File: src/rtl/uart_cmd_parser.sv
// -----------------------------------------------------------------------------
// uart_cmd_parser
// Finds framed commands in a UART byte stream. A frame is the three header
// bytes HDR0 HDR1 HDR2 followed by two payload bytes (command id, argument).
// A completed frame updates o_cmd_id/o_cmd_arg and pulses o_cmd_valid for one
// cycle. Header mismatches and inter-byte timeouts abort the frame and bump a
// saturating error counter.
//
// Ports
//   i_clk        system clock, rising edge
//   i_rst        asynchronous active-high reset
//   i_rx_data    received byte
//   i_rx_valid   one-cycle strobe qualifying i_rx_data
//   o_cmd_valid  one-cycle pulse, o_cmd_id/o_cmd_arg hold a new command
//   o_cmd_id     first payload byte of the last completed frame
//   o_cmd_arg    second payload byte of the last completed frame
//   o_err_cnt    saturating count of aborted frames
//   o_busy       high whenever the FSM is not in IDLE
//   o_state      current FSM state (debug visibility)
//
// Handshake: i_rx_valid is a strobe with no back-pressure; every cycle with
// i_rx_valid=1 consumes exactly one byte, including consecutive cycles.
// -----------------------------------------------------------------------------
module uart_cmd_parser #(
   parameter int unsigned TIMEOUT_CYC = 4096,
   parameter logic [7:0]  HDR0        = 8'h63,
   parameter logic [7:0]  HDR1        = 8'h6D,
   parameter logic [7:0]  HDR2        = 8'h64
) (
   input  logic       i_clk,
   input  logic       i_rst,
   input  logic [7:0] i_rx_data,
   input  logic       i_rx_valid,
   output logic       o_cmd_valid,
   output logic [7:0] o_cmd_id,
   output logic [7:0] o_cmd_arg,
   output logic [7:0] o_err_cnt,
   output logic       o_busy,
   output logic [2:0] o_state
);

   localparam logic [2:0] S_IDLE = 3'd0;
   localparam logic [2:0] S_H1   = 3'd1;
   localparam logic [2:0] S_H2   = 3'd2;
   localparam logic [2:0] S_P0   = 3'd3;
   localparam logic [2:0] S_P1   = 3'd4;

   // Last idle count still tolerated; one more silent cycle aborts the frame.
   localparam logic [15:0] GAP_LAST = 16'(TIMEOUT_CYC - 1);

   logic [2:0]  r_state;
   logic [15:0] r_gap;
   logic [7:0]  r_id;
   logic        r_cmd_valid;
   logic [7:0]  r_cmd_id;
   logic [7:0]  r_cmd_arg;
   logic [7:0]  r_err_cnt;

   logic [2:0]  w_state_nxt;
   logic        w_err;
   logic        w_done;
   logic        w_timeout;

   always_comb begin
      w_state_nxt = r_state;
      w_err       = 1'b0;
      w_done      = 1'b0;
      // A byte in the same cycle as the timeout wins (checked first below).
      w_timeout   = (r_state != S_IDLE) && !i_rx_valid && (r_gap == GAP_LAST);
      if (i_rx_valid) begin
         case (r_state)
            S_IDLE: begin
               if (i_rx_data == HDR0) w_state_nxt = S_H1;
            end
            S_H1: begin
               if (i_rx_data == HDR1) begin
                  w_state_nxt = S_H2;
               end else begin
                  // Resync: a mismatching HDR0 may start the next frame.
                  w_err       = 1'b1;
                  w_state_nxt = (i_rx_data == HDR0) ? S_H1 : S_IDLE;
               end
            end
            S_H2: begin
               if (i_rx_data == HDR2) begin
                  w_state_nxt = S_P0;
               end else begin
                  w_err       = 1'b1;
                  w_state_nxt = (i_rx_data == HDR0) ? S_H1 : S_IDLE;
               end
            end
            // Payload bytes are opaque, HDR0 included.
            S_P0:    w_state_nxt = S_P1;
            S_P1: begin
               w_state_nxt = S_IDLE;
               w_done      = 1'b1;
            end
            default: w_state_nxt = S_IDLE;
         endcase
      end else if (w_timeout) begin
         w_state_nxt = S_IDLE;
         w_err       = 1'b1;
      end
   end

   always_ff @(posedge i_clk or posedge i_rst) begin
      if (i_rst) begin
         r_state     <= S_IDLE;
         r_gap       <= 16'd0;
         r_id        <= 8'd0;
         r_cmd_valid <= 1'b0;
         r_cmd_id    <= 8'd0;
         r_cmd_arg   <= 8'd0;
         r_err_cnt   <= 8'd0;
      end else begin
         r_state     <= w_state_nxt;
         r_cmd_valid <= w_done;
         if (i_rx_valid && (r_state == S_P0)) r_id <= i_rx_data;
         // Outputs only change on a completed frame.
         if (w_done) begin
            r_cmd_id  <= r_id;
            r_cmd_arg <= i_rx_data;
         end
         if (w_err && (r_err_cnt != 8'hFF)) r_err_cnt <= r_err_cnt + 8'd1;
         // Stays at zero in IDLE, counts silent cycles inside a frame.
         if (i_rx_valid || (w_state_nxt == S_IDLE)) r_gap <= 16'd0;
         else                                      r_gap <= r_gap + 16'd1;
      end
   end

   assign o_cmd_valid = r_cmd_valid;
   assign o_cmd_id    = r_cmd_id;
   assign o_cmd_arg   = r_cmd_arg;
   assign o_err_cnt   = r_err_cnt;
   assign o_busy      = (r_state != S_IDLE);
   assign o_state     = r_state;

endmodule

File: config.mk
export PLATFORM = sky130hd
export DESIGN_NAME = uart_cmd_parser
export DESIGN_NICKNAME = d
export VERILOG_FILES = /design/src/rtl/uart_cmd_parser.sv
export SDC_FILE = /design/constraint.sdc
export NUM_CORES = 1
export LEC_CHECK = 0
export BUFFER_PORTS_ARGS = -buffer_cell sky130_fd_sc_hd__buf_4
export CAP_MARGIN = 10
export CORE_ASPECT_RATIO = 0.5
export CORE_UTILIZATION = 35
export DETAILED_ROUTE_END_ITERATION = 10
export GPL_ROUTABILITY_DRIVEN = 0
export PLACE_DENSITY = 0.59
export SLEW_MARGIN = 10
export SYNTH_ARGS = -nofsm -noshare
export SYNTH_HDL_FRONTEND = slang
export SYNTH_SLANG_ARGS = --single-unit
File: constraint.sdc
create_clock -name i_clk -period 3.8 [get_ports i_clk]
set_clock_uncertainty 0.2 [all_clocks]
set_input_delay 0.38 -clock i_clk [delete_from_list [all_inputs] [get_ports i_clk]]
set_output_delay 0.38 -clock i_clk [all_outputs]
set_load 0.005 [all_outputs]
==> results of run 1 <==
## how the worst min path moves through the flow
stage                            to  slack, ns
3_5_place_dp    r_id[1]$_DFFE_PP0P_       0.28
3_3_place_gp    r_id[1]$_DFFE_PP0P_       0.27
5_1_grt        o_state[2]$_DFF_PP0_       0.13
2_1_floorplan   r_id[1]$_DFFE_PP0P_       0.24
6_report         r_gap[7]$_DFF_PP0_       0.06
4_1_cts        o_state[2]$_DFF_PP0_       0.12
## area by class of cell
type                    count  area, sq um  area share [%]
multi-input cells         137         1020            35.4
inverters                   5         20.0           0.696
flip-flops and latches     52         1300            45.2
well taps                  88          110            3.83
clock inverters             1         5.00           0.174
clock buffers               6          129            4.48
repair buffers             39          293            10.2
## metal layers
metal  part of all wire [%]  wire, microns  track usage (%)  up-vias
li1                       -              -                -      774
met1                     49           2180             17.7      769
met2                     48           2130             22.9       18
met3                    2.7            120             3.15        5
met4                   0.98             44             4.40        0
met5                      0              0                0        -
## sequential cells by signal (all words and copies together), names as in the netlist
register / cells
o_cmd_arg: 8
o_cmd_id: 8
o_cmd_valid: 1
o_err_cnt: 8
o_state: 3
r_gap: 16
r_id: 8
## where the power goes
part	switching (uW)	internal [uW]	leakage [uW]	total, uW
Sequential	6.93	565	0.000714	572
Combinational	28.7	31.6	0.000557	60.3
Clock	181	240	0.0000667	420
Total	216	836	0.00134	1050
## cells by family (layout without fill, tap and decap cells)
kind of cell | Yosys count | in the layout | synth area share [%]
xor gates and xnor gates | 21 | 21 | 7.78
and+or+nand+nor | 73 | 73 | 16.2
AOI/OAI and AO/OA | 16 | 16 | 5.45
adders and majority gates | 2 | 2 | 1.06
muxes | 25 | 25 | 12.2
buffers and inverters | 10 | 51 | 2.22
DFF | 52 | 52 | 55.1
## layout by cell type, fill, tap and decap left out, types with 4 or more instances in the layout
master	synthesis	routed
sky130_fd_sc_hd__dfrtp_1	52	52
sky130_fd_sc_hd__buf_4	1	39
sky130_fd_sc_hd__mux2_2	23	23
sky130_fd_sc_hd__nor2_1	23	23
sky130_fd_sc_hd__nand2_1	13	13
sky130_fd_sc_hd__xnor2_1	13	13
sky130_fd_sc_hd__xor2_1	8	8
sky130_fd_sc_hd__and3_1	8	8
sky130_fd_sc_hd__nand3_1	5	5
sky130_fd_sc_hd__o211ai_1	5	5
sky130_fd_sc_hd__clkbuf_16	0	5
sky130_fd_sc_hd__inv_1	5	4
sky130_fd_sc_hd__nand4_1	4	4
## critical path, stage by stage (launching register included)
cell and delay [ns]:
sky130_fd_sc_hd__dfrtp_1 0.41, sky130_fd_sc_hd__ha_1 0.23, sky130_fd_sc_hd__nand2_1 0.10, sky130_fd_sc_hd__nor3_1 0.37, sky130_fd_sc_hd__and3_1 0.48, sky130_fd_sc_hd__o21ai_2 0.12
sky130_fd_sc_hd__mux2_4 0.31
## per-stage QoR
stage	area (sq um)	total power (uW)	hold WS, ns	utilization, %
after floorplan	2360	607	0.244	-
after global placement	2740	643	0.265	43.6
after detailed placement	2740	644	0.280	43.6
after CTS	2880	1070	0.121	45.8
after global routing	2880	1100	0.131	45.8
final	2880	1050	0.0642	45.8
==> run summary, run 1 <==
The flow ran to the end, and the final reports show no timing, DRC or antenna violations. STA classifies the critical path startpoint as a flop. The synthesized design contains 52 register bits. The via count of the first global-routing pass is ~1.5k. In this run, distinct cell masters in the synthesized netlist total 36. In this run the critical register-to-register path is launched from r_gap[0]$_DFF_PP0_. The total of fill cells in the finished design came out at ~600.

The count of endpoints failing hold in the final timing report came out at 0. The number of cells after detailed placement came out at 321. Summed over all failing endpoints, the final setup total negative slack is 0 ns. The endpoint identified for the worst register-to-register timing path is o_err_cnt[1]$_DFFE_PP0P_. The count of boundary I/O pins came out at 40. The initial DRC count came out at 96. The slew at the pin closest to its max-slew limit came out at 1.13 ns. Data on the critical path is required at its endpoint by 3.77 ns. After synthesis, flip-flops and latches occupy about 55% of the total area. The placeable core region came out at around 6300 sq um. The final critical path time including I/O delays and setup is 2.33 ns. The die span in y came out at 60.1 microns. When the netlist entered floorplanning its net count stood at 212. The arrival time of the worst setup path came out at 2.30 ns.

The register-to-register setup slack came out at 1.47 ns. The residual antenna-violating net count after detailed routing came out at 0. The post-DP HPWL came out at roughly 3100 microns. The mapped cell area is 2360 sq um. The path type of the worst min-delay path is in2async.

Once layout is complete, the cells apart from fillers number 328. The critical path ends at o_err_cnt[1]$_DFFE_PP0P_. The die covers 7110 sq um. The type of destination of the critical path is a flop. Global routing used 13.6% of the available tracks. The row count is 20. The die span in x is ~120 microns. Before antenna repair, the detailed router went through 4 iterations. The final setup violation count came out at 0. The commonest cells after synthesis are sky130_fd_sc_hd__dfrtp_1 (52), sky130_fd_sc_hd__mux2_2 (23), sky130_fd_sc_hd__nor2_1 (23). The share of final-layout standard cells stronger than drive strength 1 is 32.5%. The number of input and output port buffers inserted came out at 39. Tracing the worst setup path back leads to its startpoint at r_gap[0]$_DFF_PP0_. The number of cells upsized or downsized after cts is 0. Counting every instance in the synthesized netlist gives 199. The clock insertion delay at the later pin of the skew report came out at roughly 0.28 ns. The detailed-route via count is roughly 1.6k.

The top-area cell type share of the netlist area came out at 55.1%. TritonCTS built the clock tree. The final critical-path share of the clock period is between 60% and 70%. The starting density of the core came out at 37.6%. Counting flops with a built-in enable in the synthesized netlist gives 0. The length in cells of the worst reg-to-reg path came out at 6. The number of setup buffers added after CTS came out at 0. Summed over all cells, the static leakage comes to 0.00134 uW.

Across the run, the number of max-cap violations was 0. The synthesized area per cell is around 12 sq um. The maximum fanout encountered on the critical timing path is 9. Setup repair after global routing left no endpoint under its margin.

The initial antenna violation count came out at 0. The clock drives 52 sinks. The depth of the CTS H-tree came out at 2.

The total wirelength of the detailed-routed design is 4470 microns. Clock-pin slew was measured on the worst setup and hold paths at roughly 0.060 ns. The number of clock buffers inserted by TritonCTS is 5. The type of the setup path with the least slack is reg2reg. Among all cell types in the netlist, the one instantiated most often is sky130_fd_sc_hd__dfrtp_1.

The number of max-slew violations in the final report came out at 0. The pin count of the biggest net entering global routing is 53. After synthesis, the cell types taking the most area are sky130_fd_sc_hd__dfrtp_1 (55%), sky130_fd_sc_hd__mux2_2 (11%), sky130_fd_sc_hd__xnor2_1 (4.8%). The clock passes through at most 2 buffers. The global route total overflow came out at 0. For this design the ratio of total power to cell area is 366 nW/um^2. The count of yosys warnings during synthesis is 0. The growth of design area from synthesis to finish came out at 21.7%.

The pre-CTS setup slack is roughly 1.4 ns. IR analysis of the VDD net gives a maximum drop of 170 uV. The number of antenna diodes in the final layout is 0.

The wire length of the first global-routing pass is roughly 7400 microns. Of all flip-flops after synthesis, the portion carrying an async set or reset was between 90% and 100%. Clock tree synthesis selected as its root buffer the cell sky130_fd_sc_hd__clkbuf_16.

Once routing completed, OpenROAD measured the worst setup slack at 1.47 ns. Derived from the worst setup path, the maximum achievable clock frequency is 0.429 GHz. The cell type with the largest total area after synthesis is sky130_fd_sc_hd__dfrtp_1. In the final routed layout, each cell accounts on average for 13.6 microns. Headroom to the max-slew limit came out at 24.5%.

In the synthesized netlist the dominant register cell turns out to be sky130_fd_sc_hd__dfrtp_1. The DRC violations left came out at 0. In the routed layout, each cell is associated on average with a via count of 4.77. The total number of nets in the final design is 253. The cts-stage hold buffer count is 0.
No activity file was read; power rests on OpenSTA's default activity.
==> run 2: changes to the inputs <==
--- a/config.mk
+++ b/config.mk
@@ -5,6 +5,7 @@
 export SDC_FILE = /design/constraint.sdc
 export NUM_CORES = 1
 export LEC_CHECK = 0
+export ABC_AREA = 1
 export BUFFER_PORTS_ARGS = -buffer_cell sky130_fd_sc_hd__buf_4
 export CAP_MARGIN = 10
 export CORE_ASPECT_RATIO = 0.5
==> constraint.sdc (replaced) <==
create_clock -name i_clk -period 2.3 [get_ports i_clk]
set_clock_uncertainty 0.2 [all_clocks]
set_input_delay 0.23 -clock i_clk [delete_from_list [all_inputs] [get_ports i_clk]]
set_output_delay 0.23 -clock i_clk [all_outputs]
set_load 0.005 [all_outputs]
==> run 2 against run 1 <==
Worst setup slack got worse by 1.1 ns. Power rose by 100%. Maximum frequency rose by 22%. Critical path depth rose by 3. Wire length rose by 2.0%. Sequential power rose by 67%. Non-clock buffer count rose by 5. Synthesized cell count rose by 41%. Count of clock-buffer cells in the layout fell by 1.
==> run summary, run 2 <==
The final setup violation count is 0 (unchanged). The cell type with the largest total area after synthesis is sky130_fd_sc_hd__dfrtp_1. The post-detailed-route wirelength per cell came out at 10.9 microns (-20%).

The max-capacitance violation count is 0 (unchanged). The async set-or-reset flop fraction in the synthesized netlist came out at 100% (unchanged). The placeable core region is 6360 sq um (+1.2%).

TritonCTS built the clock tree. The worst setup path is captured at a flop. The most common cell after layout, fill and taps aside is sky130_fd_sc_hd__nand2_1. The number of stages on the worst hold path is 3. The clock-pin transition on the worst setup and hold timing paths came out at 0.06 ns (about the same). The critical path in this run is classified as reg2reg. The cell count after synthesis came out at 281 (+41%).

Setup repair after global routing left no endpoint under its margin. The total number of nets in the final design is 341 (+35%). The data required time of the worst path came out at 2.27 ns (-1.50 ns). The arrival time of the worst setup path came out at 1.88 ns (-0.42 ns). The number of cells after detailed placement came to 408 (+27%). The final critical path time including I/O delays and setup is 1.91 ns (-0.422 ns).

The total of fill cells in the finished design is 643 (+10%). The synthesized netlist net count was 294 (+39%). The sum of negative setup slack was 0 ns (unchanged). The total cell area at the placement stage is 2820 sq um (+2.9%). The final cell count without fillers came to 417 (+27%).

The total power is 2130 uW (+100%). The via density per instance is 4.42 (-7.5%). From synthesis to final layout, the design area changed by 25.9%.

The total wirelength of the detailed-routed design came out at 4560 microns (+2.0%). The maximum fanout encountered on the critical timing path is 16 (+7). The number of clock buffers inserted by TritonCTS came out at 5 (unchanged).

The mapped cell area came to 2420 sq um (+2.4%). The combinational group share of total power came out at 5.8% (about the same). The run finished with clean final reports. The pin count of the biggest net entering global routing is 53 (unchanged). The number of setup buffers added after CTS is 0 (unchanged). The maximum ir drop on the vdd rail came to 329 uV (+93%).

The number of flip-flops in the largest register came to 16 (unchanged). The residual antenna-violating net count after detailed routing is 0 (unchanged). The starting density of the core came out at 38.1% (+0.44 points). STA classifies the critical path startpoint as a flop. The initial antenna violation count came out at 0 (unchanged). The share of final-layout standard cells stronger than drive strength 1 is 23.7% (-8.8 points). The count of yosys warnings during synthesis is 0 (unchanged). The row count was 20 (unchanged).

The count of boundary I/O pins came to 40 (unchanged). The total inserted antenna cells came out at 0 (unchanged). The wire length of the first global-routing pass is 8270 microns (+11%). The clock tree buffer depth came out at 2 (unchanged). The detailed-routing iteration count for the pre-antenna-repair pass came out at 5 (+1). The depth of the CTS H-tree came out at 2 (unchanged). After synthesis, the cell types taking the most area are sky130_fd_sc_hd__dfrtp_1 (54%), sky130_fd_sc_hd__nand2_1 (13%), sky130_fd_sc_hd__inv_1 (4.3%). The most used flip-flop cell after synthesis is sky130_fd_sc_hd__dfrtp_1. The sequential cell area fraction in the yosys report came out at 53.8% (-1.3 points). The summed area of non-filler cells in the final layout came out at 3050 sq um (+5.9%). The areal power density over the cells is 699 nW/um^2 (+91%). The length in cells of the worst reg-to-reg path is 9 (+3). The register share of total power came to 45.0% (-9.3 points). The global-route usage over all layers is 14.5% (+0.90 points).

The global route total overflow came out at 0 (unchanged). The DRC violations left is 0 (unchanged). The number of input and output port buffers inserted is 39 (unchanged).

The post-DP HPWL came out at 3340 microns (+7.1%). The via count of the first global-routing pass came out at 1861 (+21%). The path type of the worst min-delay path is in2reg. r_gap holds more flip-flops than any other register. The number of max-slew violations in the final report came out at 0 (unchanged).

In this run the most used layer during global routing was met2. The total number of clock tree sinks is 52 (unchanged). The relative contribution of the clock network to total power is 49.2% (+9.3 points).

The die span in y came out at 60.8 microns (+1.1%). The detailed-route via count was 1842 (+18%). The number of synthesized flops with an enable pin came out at 0 (unchanged). The power dissipated by switching net loads came to 402 uW (+86%). The most common cell in the netlist is sky130_fd_sc_hd__nand2_1. By count the netlist is led by sky130_fd_sc_hd__nand2_1 (84), sky130_fd_sc_hd__dfrtp_1 (52), sky130_fd_sc_hd__inv_1 (28). The tree is rooted in a sky130_fd_sc_hd__clkbuf_16. The count of endpoints failing hold in the final timing report is 0 (unchanged). The met2 track demand over resource in global routing came out at 25.1% (+2.2 points).

The clock insertion delay at the later pin of the skew report is 0.28 ns (about the same). The slew at the pin closest to its max-slew limit came out at 0.640 ns (-0.488 ns). The met1 layer usage reported by global route was 18.5% (+0.81 points).

The synthesized area per cell came out at 8.61 sq um (-27%). The post-route worst hold slack is 0.0346 ns (-0.0296 ns). The net switching fraction of the power is 18.9% (-1.7 points).

The met3 routing resource usage after global routing is 3.67% (+0.52 points). The normalized max-slew margin is 57.3% (+33 points). The number of distinct library cells after synthesis is 22 (-39%).

The maximum frequency from static timing analysis came out at 0.524 GHz (+22%). The die span in x came out at 120 microns (+1.2%). The top-area cell type share of the netlist area is 53.8% (-1.3 points). The die area is 7270 sq um (+2.3%). The top cell types in the final layout, fill and taps aside, are sky130_fd_sc_hd__nand2_1 (84), sky130_fd_sc_hd__dfrtp_1 (52), sky130_fd_sc_hd__buf_4 (43). The number of synthesized register bits came out at 52 (unchanged). The final critical-path share of the clock period came out at 83.0% (+22 points). The internal power came out at 1730 uW (+110%). The initial DRC count came out at 82 (-15%). The static leakage is 0.00150 uW (+12%).
## run 2: cell types whose count changed after synthesis, sizes merged, moves of 6 or more
cell   before  now
o21ai       5   19
nand3       5   11
mux2       25    0
inv         5   30
and3        8    0
nor2       23   40
nand2      13   91
## run 2: metrics by stage
step	util, %	worst slack [ns]
floorplan	-	0.552
CTS	47.9	0.362
global placement	44.4	0.483
finish	47.9	0.392
global route	47.9	0.181
detailed placement	44.4	0.388
## run 2: final cells by class
type / count / area (sq um) / share of cell area, %
tap: 88 / 110 / 3.61
timing repair buffer: 44 / 333 / 10.9
clock inverter: 3 / 90.1 / 2.96
clock buffer: 5 / 125 / 4.11
inverter: 31 / 116 / 3.82
sequential: 52 / 1300 / 42.7
multi-input combinational: 194 / 971 / 31.9
## run 2: logic make-up (layout without fill, tap and decap cells)
logic type,count (synthesis),after routing,synth area share (%)
and+or+nand+nor,155,155,28.6
xor gates and xnor gates,18,18,6.51
buffers and inverters,35,83,6.10
DFF,52,52,53.8
AOI/OAI and AO/OA,19,19,3.93
adders and majority gates,2,2,1.03
## run 2: power by group through the flow
stage | combinational [uW] | clock (uW) | sequential, uW
finish | 124 | 1050 | 958
floorplan | 59.3 | 0 | 974
CTS | 128 | 1080 | 958
global route | 144 | 1120 | 961
global placement | 123 | 0 | 974
detailed placement | 126 | 0 | 975
## run 2: what timing repair did
item,4_1_cts,5_1_grt
hold buffers,1,0
resized for setup,0,0
hold endpoints to repair,52,0
## run 2: layer usage
layer	vias to the layer above	routed length, microns
met2	27	2120
met4	0	43
met1	855	2250
met5	-	0
met3	5	149
li1	955	-
## run 2: worst paths after layout
check	end	slack, ns	start
min reg2reg	r_gap[0]$_DFF_PP0_	0.27	r_gap[0]$_DFF_PP0_
min	r_id[5]$_DFFE_PP0P_	0.03	i_rx_data[5]
max reg2reg	r_gap[1]$_DFF_PP0_	0.39	r_gap[0]$_DFF_PP0_
max	r_gap[1]$_DFF_PP0_	0.39	r_gap[0]$_DFF_PP0_
max in group asynchronous	r_id[1]$_DFFE_PP0P_	0.99	i_rst
min in group asynchronous	o_err_cnt[2]$_DFFE_PP0P_	0.48	i_rst
## run 2: critical path: stages, from the launching register on
cell and delay (ns):
sky130_fd_sc_hd__dfrtp_1 0.37, sky130_fd_sc_hd__ha_1 0.21, sky130_fd_sc_hd__nand3_2 0.15, sky130_fd_sc_hd__nor2_4 0.16, sky130_fd_sc_hd__nand2_2 0.09, sky130_fd_sc_hd__nand3_1 0.09
sky130_fd_sc_hd__and2_1 0.18, sky130_fd_sc_hd__nand2_2 0.08, sky130_fd_sc_hd__nand2_4 0.20, sky130_fd_sc_hd__nor2_1 0.07
==> run 3: changes to the inputs <==
--- a/config.mk
+++ b/config.mk
@@ -5,7 +5,7 @@
 export SDC_FILE = /design/constraint.sdc
 export NUM_CORES = 1
 export LEC_CHECK = 0
-export ABC_AREA = 1
+export ABC_AREA = 0
 export BUFFER_PORTS_ARGS = -buffer_cell sky130_fd_sc_hd__buf_4
 export CAP_MARGIN = 10
 export CORE_ASPECT_RATIO = 0.5
==> constraint.sdc (replaced) <==
create_clock -name i_clk -period 2 [get_ports i_clk]
set_clock_uncertainty 0.2 [all_clocks]
set_input_delay 0.2 -clock i_clk [delete_from_list [all_inputs] [get_ports i_clk]]
set_output_delay 0.2 -clock i_clk [all_outputs]
set_load 0.005 [all_outputs]
==> run 3 against run 2 <==
The flow now finishes with violations (negative setup slack). Cell area is 5.4% higher. Register-to-register slack worse by 0.39 ns. Critical path depth is 4 lower. Sequential power increased by 14%. Highest routed layer unchanged.
==> run summary, run 3 (same netlist as run 1, synthesis figures left out) <==
The flow ran to the end, but the final reports show violations. The final reports fail on negative setup slack. The final critical path time including I/O delays and setup came out at 2.00 ns (+0.0946 ns). The maximum fanout encountered on the critical timing path came out at 8 (-8). The clock-pin transition on the worst setup and hold timing paths came out at 0.07 ns (about the same). Traced cell by cell, the critical path runs through or4_4 -> nor3_4 -> and3_4 -> o21ai_4 -> mux2_4. Leaving out fill and tap cells, the most frequent cells in the layout are sky130_fd_sc_hd__buf_4 (59), sky130_fd_sc_hd__dfrtp_1 (52), sky130_fd_sc_hd__mux2_2 (23), sky130_fd_sc_hd__nor2_1 (23). The initial antenna violation count is 0 (unchanged). The most critical setup path has its startpoint at r_gap[12]$_DFF_PP0_. The total number of nets in the final design is 282 (-17%).

The setup slack after layout is -0.00244 ns (-0.395 ns). The combinational group share of total power is 6.2% (+0.4 points). The slew at the pin closest to its max-slew limit is 0.432 ns (-0.208 ns). In this run the clock root is driven by a sky130_fd_sc_hd__clkbuf_16. More flip-flops sit in one register than any other, and that register is r_gap. The post-DP HPWL came out at 3330 microns (-0.21%).

The share of final-layout standard cells stronger than drive strength 1 is 39.6% (+16 points). The residual antenna-violating net count after detailed routing came out at 0 (unchanged). The TritonCTS clock tree is yes. The areal power density over the cells is 681 nW/um^2 (-2.7%). The power dissipated by switching net loads was 449 uW (+12%). The total wirelength of the detailed-routed design came to 4740 microns (+3.9%). The die span in y came out at 60.1 microns (-1.1%). The number of flip-flops in the largest register came out at 16 (unchanged). The arrival time of the worst setup path came out at 1.98 ns (+0.10 ns).

The static leakage is 0.00151 uW (+0.65%). The detailed-routing iteration count for the pre-antenna-repair pass came out at 4 (-1). The net switching fraction of the power is 20.6% (+1.7 points). The row count came to 20 (unchanged). The cell family contributing the most delay on the critical path is simple AND/OR/NAND/NOR gates. The DRC violations left was 0 (unchanged). The initial DRC count was 80 (-2.4%). The total inserted antenna cells came out at 0 (unchanged). The total number of clock tree sinks is 52 (unchanged). The depth of the CTS H-tree is 2 (unchanged). The number of clock buffers inserted by TritonCTS is 5 (unchanged). The number of input and output port buffers inserted is 39 (unchanged). The maximum frequency from static timing analysis is 0.499 GHz (-4.7%). The starting density of the core is 37.6% (-0.44 points). The nature of the critical path startpoint is a flop. The path type of the worst min-delay path is in2reg. The via density per instance is 4.74 (+7.4%). The pre-CTS setup slack came out at -0.0429 ns (-0.431 ns). The post-detailed-route wirelength per cell is 13.2 microns (+21%). The max-capacitance violation count was 0 (unchanged). The placeable core region came out at 6280 sq um (-1.2%). The detailed-route via count was 1698 (-7.8%).

The startpoint of the lowest-slack register-to-register path is r_gap[12]$_DFF_PP0_. Leaving out fill and tap cells, the most frequent cell in the layout is sky130_fd_sc_hd__buf_4. The count of boundary I/O pins came out at 40 (unchanged). The combined buffer and inverter count along the critical path came out at 0 (unchanged). The normalized max-slew margin is 71.1% (+14 points).

The maximum ir drop on the vdd rail came out at 334 uV (+1.7%). The critical path's largest stage delay is 0.52 ns (+0.15 ns). The area growth from synthesis to layout is 35.9%. The worst setup path is captured at a flop. The via count of the first global-routing pass came out at 1724 (-7.4%). The number of max-slew violations in the final report came out at 0 (unchanged). The wire length of the first global-routing pass is 8140 microns (-1.6%). The internal power came out at 1740 uW (+0.43%).

The die span in x is 118 microns (-1.1%). The final setup violation count came out at 1 (+1). On the critical path, the stage with the largest delay is an instance of sky130_fd_sc_hd__or4_4.

The register share of total power is 49.7% (+4.7 points). The pin count of the biggest net entering global routing came out at 53 (unchanged). The worst hold path begins at i_rx_data[3].

The global route total overflow came out at 0 (unchanged). The count of endpoints failing hold in the final timing report is 0 (unchanged). The final critical-path share of the clock period was 100% (+17 points). The post-route worst hold slack is 0.00420 ns (-0.0304 ns). Setup repair after global routing could not meet its margin everywhere.

The global-route usage over all layers is 14.6% (+0.075 points). The type of the setup path with the least slack is reg2reg. The data required time of the worst path is 1.97 ns (-0.30 ns). The die area came out at 7110 sq um (-2.3%). The final cell count without fillers came to 358 (-14%). The relative contribution of the clock network to total power was 44.1% (-5.1 points).

The clock insertion delay at the later pin of the skew report came out at 0.29 ns (about the same). The number of cells after detailed placement came out at 345 (-15%). The clock tree buffer depth came out at 2 (unchanged).
-- run 3: changes by cell type in the layout (fill, tap and decap cells not counted), moves of 6 or more --
| cell | delta |
|---|---|
| sky130_fd_sc_hd__and3_1 | +7 |
| sky130_fd_sc_hd__buf_4 | +16 |
| sky130_fd_sc_hd__inv_1 | -23 |
| sky130_fd_sc_hd__mux2_2 | +23 |
| sky130_fd_sc_hd__nand2_1 | -71 |
| sky130_fd_sc_hd__nand2_2 | -6 |
| sky130_fd_sc_hd__nor2_2 | -14 |
| sky130_fd_sc_hd__nor3_1 | -6 |
| sky130_fd_sc_hd__o21ai_0 | -16 |
-- run 3: routing by layer --
layer  track usage (%)  up-vias  wire, microns
met3              2.86        4             97
li1                  -      840              -
met2              25.2       15           2270
met5                 0        -              0
met1              18.8      839           2340
met4              4.95        0             38
-- run 3: final cells by class --
cell class                 count  area (sq um)
clock buffer                   5           125
clock inverter                 3          42.5
timing repair buffer          68           563
fill                         574          3070
inverter                       5          18.8
tap                           88           110
sequential                    52          1300
multi-input combinational    137          1050
-- run 3: power groups by stage --
stage	clock network (uW)	logic, uW	registers [uW]
after floorplan	0	48.4	1110
after global placement	0	127	1110
after detailed placement	0	129	1110
after CTS	987	139	1090
after global routing	1030	150	1090
final	964	135	1090
-- run 3: repair_timing --
item / CTS / global route
hold buffers: 6 / 0
resized for setup: 2 / 3
pin swaps: 0 / 2
hold endpoints to repair: 61 / 0
setup buffers: 0 / 0
endpoints found under the setup margin: 3 / 8
-- run 3: per-stage QoR --
step	TNS (ns)	instance area (sq um)	total power (uW)	util [%]
5_1_grt	-0.107	3210	2270	51.1
6_report	-0.00244	3210	2190	51.1
4_1_cts	-0.0852	3210	2210	51.1
2_1_floorplan	-0.00440	2390	1150	-
3_5_place_dp	-0.0816	2970	1240	47.3
3_3_place_gp	-0.0595	2970	1230	47.3
-- run 3: final timing paths --
| path | endpoint | slack, ns | cells after the start |
|---|---|---|---|
| worst max register to register | o_err_cnt[1]$_DFFE_PP0P_ | -0.002 | 5 |
| min in group asynchronous | r_gap[5]$_DFF_PP0_ | 0.32 | 4 |
| max in group asynchronous | o_err_cnt[2]$_DFFE_PP0P_ | 1.05 | 4 |
| worst min-delay path | o_cmd_arg[3]$_DFFE_PP0P_ | 0.004 | 2 |
| worst min register to register | r_id[1]$_DFFE_PP0P_ | 0.29 | 2 |
| worst max-delay path | o_err_cnt[1]$_DFFE_PP0P_ | -0.002 | 5 |
